[src/rtl/mac_array_ctrl_pkg.sv]
// Shared definitions for the MAC array controller: FSM state encoding and
// the instruction codes driven onto the array's inst_w bus.
package mac_array_ctrl_pkg;

  typedef enum logic [2:0] {
    IDLE  = 3'd0,
    LOAD  = 3'd1,
    EXEC  = 3'd2,
    DRAIN = 3'd3,
    DONE  = 3'd4
  } state_t;

  localparam logic [1:0] INST_IDLE = 2'b00;
  localparam logic [1:0] INST_LOAD = 2'b01;
  localparam logic [1:0] INST_EXEC = 2'b10;

endpackage

[src/rtl/mac_ctrl_addr_gen.sv]
// SRAM address generator: a base register plus an offset counter; the sum
// wraps naturally at the address width. Re-based at every phase change.
module mac_ctrl_addr_gen #(
  parameter int addr_bw = 11,
  parameter int off_bw  = 8
) (
  input  logic               clk,
  input  logic               reset,
  input  logic               rebase,
  input  logic [addr_bw-1:0] new_base,
  input  logic               step,
  output logic [addr_bw-1:0] addr,
  output logic [off_bw-1:0]  offset
);

  logic [addr_bw-1:0] base;

  always_ff @(posedge clk or posedge reset) begin
    if (reset) begin
      base   <= '0;
      offset <= '0;
    end else if (rebase) begin
      base   <= new_base;
      offset <= '0;
    end else if (step) begin
      offset <= offset + 1'b1;
    end
  end

  assign addr = base + addr_bw'(offset);

endmodule

[src/rtl/mac_array_ctrl.sv]
// Sequencer for a systolic MAC array: streams col kernel words, then nvec
// activation vectors, then waits for nvec results before pulsing done.
module mac_array_ctrl
  import mac_array_ctrl_pkg::*;
#(
  parameter int row     = 8,
  parameter int col     = 8,
  parameter int addr_bw = 11,
  parameter int cnt_bw  = 8
) (
  input  logic               clk,
  input  logic               reset,
  input  logic               start,
  input  logic [cnt_bw-1:0]  nvec,
  input  logic [addr_bw-1:0] k_base,
  input  logic [addr_bw-1:0] a_base,
  input  logic               mode_cfg,
  input  logic               dmode_cfg,
  input  logic [col-1:0]     valid_in,
  output logic               sram_rd,
  output logic [addr_bw-1:0] sram_addr,
  output logic [1:0]         inst_w,
  output logic               mode,
  output logic               data_mode,
  output logic               busy,
  output logic               done,
  output logic [cnt_bw-1:0]  out_cnt
);

  // Offset counter must cover both the kernel length and the vector count.
  localparam int load_bw = $clog2(col) + 1;
  localparam int off_bw  = (cnt_bw > load_bw) ? cnt_bw : load_bw;
  localparam int unused_rows = row;

  state_t             state, state_next;
  logic [cnt_bw-1:0]  nvec_reg;
  logic [addr_bw-1:0] a_base_reg;
  logic [cnt_bw-1:0]  out_cnt_next;
  logic               rebase, step, accept;
  logic [addr_bw-1:0] new_base;
  logic [off_bw-1:0]  offset;
  logic               unused_valid;

  assign unused_valid = ^valid_in;
  assign accept       = (state == IDLE) && start;
  assign busy         = (state != IDLE);
  assign done         = (state == DONE);

  mac_ctrl_addr_gen #(.addr_bw(addr_bw), .off_bw(off_bw)) u_addr_gen (
    .clk      (clk),
    .reset    (reset),
    .rebase   (rebase),
    .new_base (new_base),
    .step     (step),
    .addr     (sram_addr),
    .offset   (offset)
  );

  always_comb begin
    out_cnt_next = out_cnt;
    if (accept)
      out_cnt_next = '0;
    else if (busy && valid_in[col-1] && (out_cnt != '1))
      out_cnt_next = out_cnt + 1'b1;
  end

  always_comb begin
    state_next = state;
    rebase     = 1'b0;
    new_base   = k_base;
    step       = 1'b0;
    sram_rd    = 1'b0;
    case (state)
      IDLE: begin
        if (start) begin
          state_next = LOAD;
          rebase     = 1'b1;
        end
      end
      LOAD: begin
        sram_rd = 1'b1;
        step    = 1'b1;
        if (offset == off_bw'(col - 1)) begin
          if (nvec_reg == '0) begin
            state_next = DONE;
          end else begin
            state_next = EXEC;
            rebase     = 1'b1;
            new_base   = a_base_reg;
          end
        end
      end
      EXEC: begin
        sram_rd = 1'b1;
        step    = 1'b1;
        if (offset == off_bw'(nvec_reg - cnt_bw'(1)))
          state_next = DRAIN;
      end
      // Results seen during EXEC already count, so compare with >=.
      DRAIN:   if (out_cnt_next >= nvec_reg) state_next = DONE;
      DONE:    state_next = IDLE;
      default: state_next = IDLE;
    endcase
  end

  always_ff @(posedge clk or posedge reset) begin
    if (reset) begin
      state      <= IDLE;
      nvec_reg   <= '0;
      a_base_reg <= '0;
      mode       <= 1'b0;
      data_mode  <= 1'b0;
      out_cnt    <= '0;
      inst_w     <= INST_IDLE;
    end else begin
      state   <= state_next;
      out_cnt <= out_cnt_next;
      if (accept) begin
        nvec_reg   <= nvec;
        a_base_reg <= a_base;
        mode       <= mode_cfg;
        data_mode  <= dmode_cfg;
      end
      case (state)
        LOAD:    inst_w <= INST_LOAD;
        EXEC:    inst_w <= INST_EXEC;
        default: inst_w <= INST_IDLE;
      endcase
    end
  end

endmodule

[config.mk]
export PLATFORM = sky130hd
export DESIGN_NAME = mac_array_ctrl
export DESIGN_NICKNAME = d
export VERILOG_FILES = /design/src/rtl/mac_array_ctrl_pkg.sv /design/src/rtl/mac_ctrl_addr_gen.sv /design/src/rtl/mac_array_ctrl.sv
export SDC_FILE = /design/constraint.sdc
export NUM_CORES = 1
export LEC_CHECK = 0
export ABC_AREA = 1
export BUFFER_PORTS_ARGS = -buffer_cell sky130_fd_sc_hd__buf_2
export CORE_ASPECT_RATIO = 0.8
export CORE_MARGIN = 2
export CORE_UTILIZATION = 42
export CTS_CLUSTER_DIAMETER = 120
export DETAILED_ROUTE_END_ITERATION = 12
export PLACE_DENSITY = 0.67
export SKIP_LAST_GASP = 1
export SLEW_MARGIN = 20
export SYNTH_ARGS = -nofsm -noshare
export SYNTH_HDL_FRONTEND = slang
export SYNTH_SLANG_ARGS = --single-unit
[constraint.sdc]
create_clock -name clk -period 2.06 [get_ports clk]
set_input_delay 0.412 -clock clk [delete_from_list [all_inputs] [get_ports clk]]
set_output_delay 0.412 -clock clk [all_outputs]
set_load 0.03 [all_outputs]
==> results.ini, run 1 <==
[floorplanning]
start_util=0.432
rows=28
coreArea_um2=7390
ioPinCount=69
dieArea_um2=8330
fp.dieW_um=102
die_y_um=82.0

[timing]
worst_slack_ns=-0.616
fin_worst_skew_ns=0.0127
worst_pin_slew_ns=0.437
period_minus_slack_ns=2.68
relSlewSlack=0.709
fmax_mhz=374
maxSlewViolCount=0
setup_viol_count_final=12
finalCritPeriodShare=1.30
grt_setup_unrepaired=true
hold_viol_final=0

[power_and_ir_drop]
p_comb_frac=0.663
powerDensity_nw_per_um2=1590
p_int_w=0.00405
p_seq_frac=0.238
clkPwrFrac=0.099
p_sw_w=0.00356
switching_share=0.468
vdd_drop_max_mv=0.753
total_leakage_power_nw=2.41
total_power_w=0.00761

[detailed_routing]
first_pass_iters=4
drt-total-wl_um=9150
via_per_inst=4.97
drc_errors=0
wire_per_inst_um=14.1
drt-initial-drc-count=119
detail-route-antenna-nets=0
vias=3223

[place]
dpl.hpwl_um=6430
dp_slack_ns=-0.404
port_buffers=61
place_congestion=0.890

[cts]
root_buffer=clkbuf_8
cts_sinks=53
insertion_delay_ns=0.32
clk_path_buf_depth=2
cts_tree=done
numCtsBuffers=5
htreeDepth=2
cts.clk_slew.worst_paths_ns=0.11
holdBufCountCts=0

[yosys]
synth_xor_area_frac=0.0493
yosys_warnings=0
synthSimpleGateAreaFrac=0.285
ys_types=38
synth_ff_type=dfrtp_1
syn_area_um2=3200
ys_seq_area_frac=0.415
syn-mean-instance-area_um2=7.91
synth_top_family_by_area=simple AND/OR/NAND/NOR gates
synth_edf_count=0
muxShareOfSynthArea=0
syn-num-nets=467
synth_compound_area_frac=0.108
ys_seq_elements=53
async_flop_share=1.00
netlist_instances=404
synth_fa_ha_area_frac=0.0806

[setup_path]
cp.arrival_ns=2.26
required_ns=1.65
crit-reg2reg-capture=state[0]$_DFFE_PP0P_
r2r-start=out_cnt[0]$_DFF_PP0_
cp-start-kind=flip-flop
cp-end-kind=primary output
r2r_slack_ns=-0.36
worst-path-max-fanout=2
worst_r2r_path_depth=15
worstSetupPathType=reg -> out

[min_path]
min_path_type=in -> async

[final_layout]
finalNetCount=605
syn2layout_area_growth_pct=50.1
layout-drive-gt1-share=0.448
diodes=0
final_common_cell=nand2_1
mostFrequentLayoutCells=99 x nand2_1, 71 x buf_4, 51 x buf_2, 49 x dfrtp_1, 32 x nor2_1

[grt]
antenna_found_initial=0
grt_usage=0.215
grt_max_degree=36
grt_pass1_vias=3089
grt-ovfl-total=0
grt_pass1_wl_um=14100

[run_status]
violations=negative setup slack
status=finished, violations left

[flow_run]
max_cap_violations=0

-- routing by layer --
layer,track usage,share of wire,vias up,wire length [µm]
li1,-,-,1602,-
met1,0.292,0.46,1528,4220
met2,0.359,0.48,78,4390
met3,0.0417,0.045,15,415
met4,0.0432,0.014,0,129
met5,0,0,-,0
-- power groups by stage --
stage | registers [W] | clock network (W) | logic, W
floorplan | 0.00187 | 0 | 0.00251
global placement | 0.00177 | 0 | 0.00383
detailed placement | 0.00179 | 0 | 0.00393
CTS | 0.00179 | 0.000763 | 0.00450
global route | 0.00185 | 0.000803 | 0.00549
finish | 0.00181 | 0.000755 | 0.00505
-- area by class of cell --
cell class              instances  area (µm²)
flip-flops and latches         53        1330
clock inverters                 3        47.5
repair buffers                139         988
clock buffers                   5        68.8
fillers                       603        2590
well taps                     105         131
inverters                      41         160
multi-input cells             302        2070
-- Yosys cell counts, types with 4 or more instances --
cell / instances / area (µm²)
nand2_1: 113 / 424
dfrtp_1: 53 / 1330
nor2_1: 39 / 146
inv_1: 37 / 139
a21oi_1: 21 / 105
ha_1: 19 / 238
nand3_1: 19 / 95.1
o21ai_0: 17 / 85.1
o22ai_1: 11 / 68.8
xor2_1: 10 / 87.6
xnor2_1: 8 / 70.1
nand4_1: 7 / 43.8
nor3_1: 7 / 35.0
inv_2: 4 / 15.0
nor2_2: 4 / 25.0
-- through the flow --
stage | hold WS, ns | TNS [ns] | instances | area, µm² | util
floorplan | 0.443 | -1.20 | 404 | 3300 | -
global placement | 0.433 | -1.62 | 617 | 4110 | 0.556
detailed placement | 0.444 | -2.00 | 617 | 4110 | 0.556
CTS | 0.0924 | -3.90 | 638 | 4530 | 0.613
global route | 0.112 | -5.81 | 648 | 4800 | 0.649
finish | 0.0753 | -4.64 | 648 | 4800 | 0.649
-- worst max-delay path: stages, from the launching register on --
cell      delay, ns
dfrtp_1        0.37
ha_2           0.20
inv_2          0.04
fa_2           0.33
nand3b_1       0.20
nor2_1         0.12
nor3_1         0.09
o21ai_2        0.15
nand3_2        0.14
xor2_4         0.17
buf_6          0.14
-- kinds of logic after synthesis --
logic type,after synthesis
fa+ha+maj,20
simple gates,203
compound gates,61
buf+inv,49
flops,53
xor+xnor,18
-- worst max path at each step --
stage / slack [ns] / end / start
global placement: -0.33 / state[0]$_DFFE_PP0P_ / out_cnt[0]$_DFF_PP0_
detailed placement: -0.40 / state[0]$_DFFE_PP0P_ / out_cnt[0]$_DFF_PP0_
CTS: -0.56 / sram_addr[10] / u_addr_gen.offset[0]$_DFFE_PP0P_
floorplan: -0.30 / sram_addr[10] / u_addr_gen.offset[0]$_DFFE_PP0P_
finish: -0.62 / sram_addr[10] / u_addr_gen.offset[0]$_DFFE_PP0P_
global route: -0.69 / sram_addr[10] / u_addr_gen.offset[0]$_DFFE_PP0P_
-- timing repair --
item	in CTS	in global routing
setup endpoints to repair	13	17
endpoints found under the hold margin	0	0
buffers inserted	14	11
resized for setup	51	53
pin swaps	25	30
(Power assumes the default switching activity.)
==> run 2: changes to the inputs <==
--- a/config.mk
+++ b/config.mk
@@ -13,7 +13,6 @@
 export CTS_CLUSTER_DIAMETER = 120
 export DETAILED_ROUTE_END_ITERATION = 12
 export PLACE_DENSITY = 0.67
-export SKIP_LAST_GASP = 1
 export SLEW_MARGIN = 20
 export SYNTH_ARGS = -nofsm -noshare
 export SYNTH_HDL_FRONTEND = slang
==> results.ini, run 2 (synthesis results as in run 1) <==
[timing]
hold_viol_final=0
worst_pin_slew_ns=0.445
hold_ws_ns=0.0785
grt_setup_unrepaired=true
fin_worst_skew_ns=0.0137
relSlewSlack=0.703
maxSlewViolCount=0
worst_slack_ns=-0.612
period_minus_slack_ns=2.67
fmax_mhz=374
finalCritPeriodShare=1.30
setup_viol_count_final=12

[flow_run]
max_cap_violations=0

[place]
place_congestion=0.890
dpl.hpwl_um=6430
port_buffers=61

[cts]
insertion_delay_ns=0.32
root_buffer=clkbuf_8
cts_tree=done
cts_sinks=53
numCtsBuffers=5
cts.clk_slew.worst_paths_ns=0.11
htreeDepth=2
clk_path_buf_depth=2

[detailed_routing]
detail-route-antenna-nets=0
top_layer=met4
via_per_inst=4.97
vias=3236
drt-met1-wl_um=4140
drt-initial-drc-count=137
first_pass_iters=4
wire_per_inst_um=13.8
met3WireLength_um=367
drt-total-wl_um=8950
drc_errors=0
met2WireLength_um=4240

[floorplanning]
start_util=0.432
coreArea_um2=7390
fp.dieW_um=102
dieArea_um2=8330
die_y_um=82.0
ioPinCount=69
rows=28

[setup_path]
cp.arrival_ns=2.26
r2r-start=out_cnt[0]$_DFF_PP0_
cp-end-kind=primary output
critPathLaunch=u_addr_gen.offset[0]$_DFFE_PP0P_
required_ns=1.65
worst-path-max-fanout=2
worst_r2r_path_depth=14
cp-start-kind=flip-flop
r2r_slack_ns=-0.49
worstSetupPathType=reg -> out
crit-reg2reg-capture=state[0]$_DFFE_PP0P_

[final_layout]
mostFrequentLayoutCells=101 x nand2_1, 72 x buf_4, 51 x buf_2, 50 x dfrtp_1
syn2layout_area_growth_pct=49.9
diodes=0
finalNetCount=608
layout-drive-gt1-share=0.443
final_util=0.648
fill_cells=602
final_common_cell=nand2_1

[power_and_ir_drop]
p_comb_frac=0.663
switching_share=0.462
p_int_w=0.00407
clkPwrFrac=0.099
total_leakage_power_nw=2.42
vdd_drop_max_mv=0.748
powerDensity_nw_per_um2=1580
p_sw_w=0.00349
p_seq_frac=0.237

[grt]
antenna_found_initial=0
grt_pass1_wl_um=14200
grt_max_degree=36
grt-ovfl-total=0
grt_usage=0.216
grt_pass1_vias=3119

[run_status]
status=finished, violations left
violations=negative setup slack

[min_path]
min_path_type=in -> async

## run 2: cell count changes in the layout (fill, tap and decap cells not counted), sizes merged
cell / change
buf: +3
## run 2: what timing repair did
action | CTS | global route
endpoints found under the setup margin | 13 | 17
resized for setup | 56 | 42
hold buffers | 0 | 0
gates cloned | 0 | 0
setup buffers | 14 | 14
pin swaps | 25 | 27
## run 2: per-stage QoR
stage / TNS (ns) / std cells / total power (W) / setup slack (ns) / area, µm²
CTS: -3.87 / 638 / 0.00710 / -0.563 / 4550
global placement: -1.62 / 617 / 0.00560 / -0.335 / 4110
finish: -4.98 / 651 / 0.00756 / -0.612 / 4790
global route: -6.12 / 651 / 0.00814 / -0.724 / 4790
floorplan: -1.20 / 404 / 0.00438 / -0.299 / 3300
detailed placement: -2.00 / 617 / 0.00572 / -0.404 / 4110
## run 2: power groups by stage
stage | Clock, W | Sequential (W) | Combinational, W
6_report | 0.000752 | 0.00180 | 0.00502
3_3_place_gp | 0 | 0.00177 | 0.00383
3_5_place_dp | 0 | 0.00179 | 0.00393
4_1_cts | 0.000763 | 0.00179 | 0.00455
2_1_floorplan | 0 | 0.00187 | 0.00251
5_1_grt | 0.000806 | 0.00184 | 0.00549
## run 2: worst max path at each step
stage                      endpoint  slack, ns  cells past startpoint
6_report              sram_addr[10]      -0.61                     10
5_1_grt                sram_addr[8]      -0.72                     10
4_1_cts               sram_addr[10]      -0.56                     10
3_5_place_dp   state[0]$_DFFE_PP0P_      -0.40                     17
3_3_place_gp   state[0]$_DFFE_PP0P_      -0.33                     17
2_1_floorplan         sram_addr[10]      -0.30                      9
## run 2: cell type report
class	count	area, µm²	share of cell area
Tap cell	105	131	0.0274
Timing Repair Buffer	142	1020	0.213
Clock inverter	3	47.5	0.00992
Clock buffer	5	68.8	0.0144
Sequential cell	53	1330	0.278
Inverter	41	160	0.0334
Multi-Input combinational cell	302	2040	0.425
## run 2: per-layer routing
metal	track usage	vias up
li1	-	1606
met4	0.0581	0
met2	0.355	79
met3	0.0426	21
met5	0	-
met1	0.293	1530
## run 2: critical path: stages, from the launching register on
cell and delay [ns]:
dfrtp_1 0.38, ha_2 0.20, inv_2 0.04, fa_2 0.34, nand3b_1 0.20, nor2_1 0.12, nor3_1 0.08, o21ai_2 0.15
nand3_2 0.13, xor2_4 0.17, buf_6 0.14
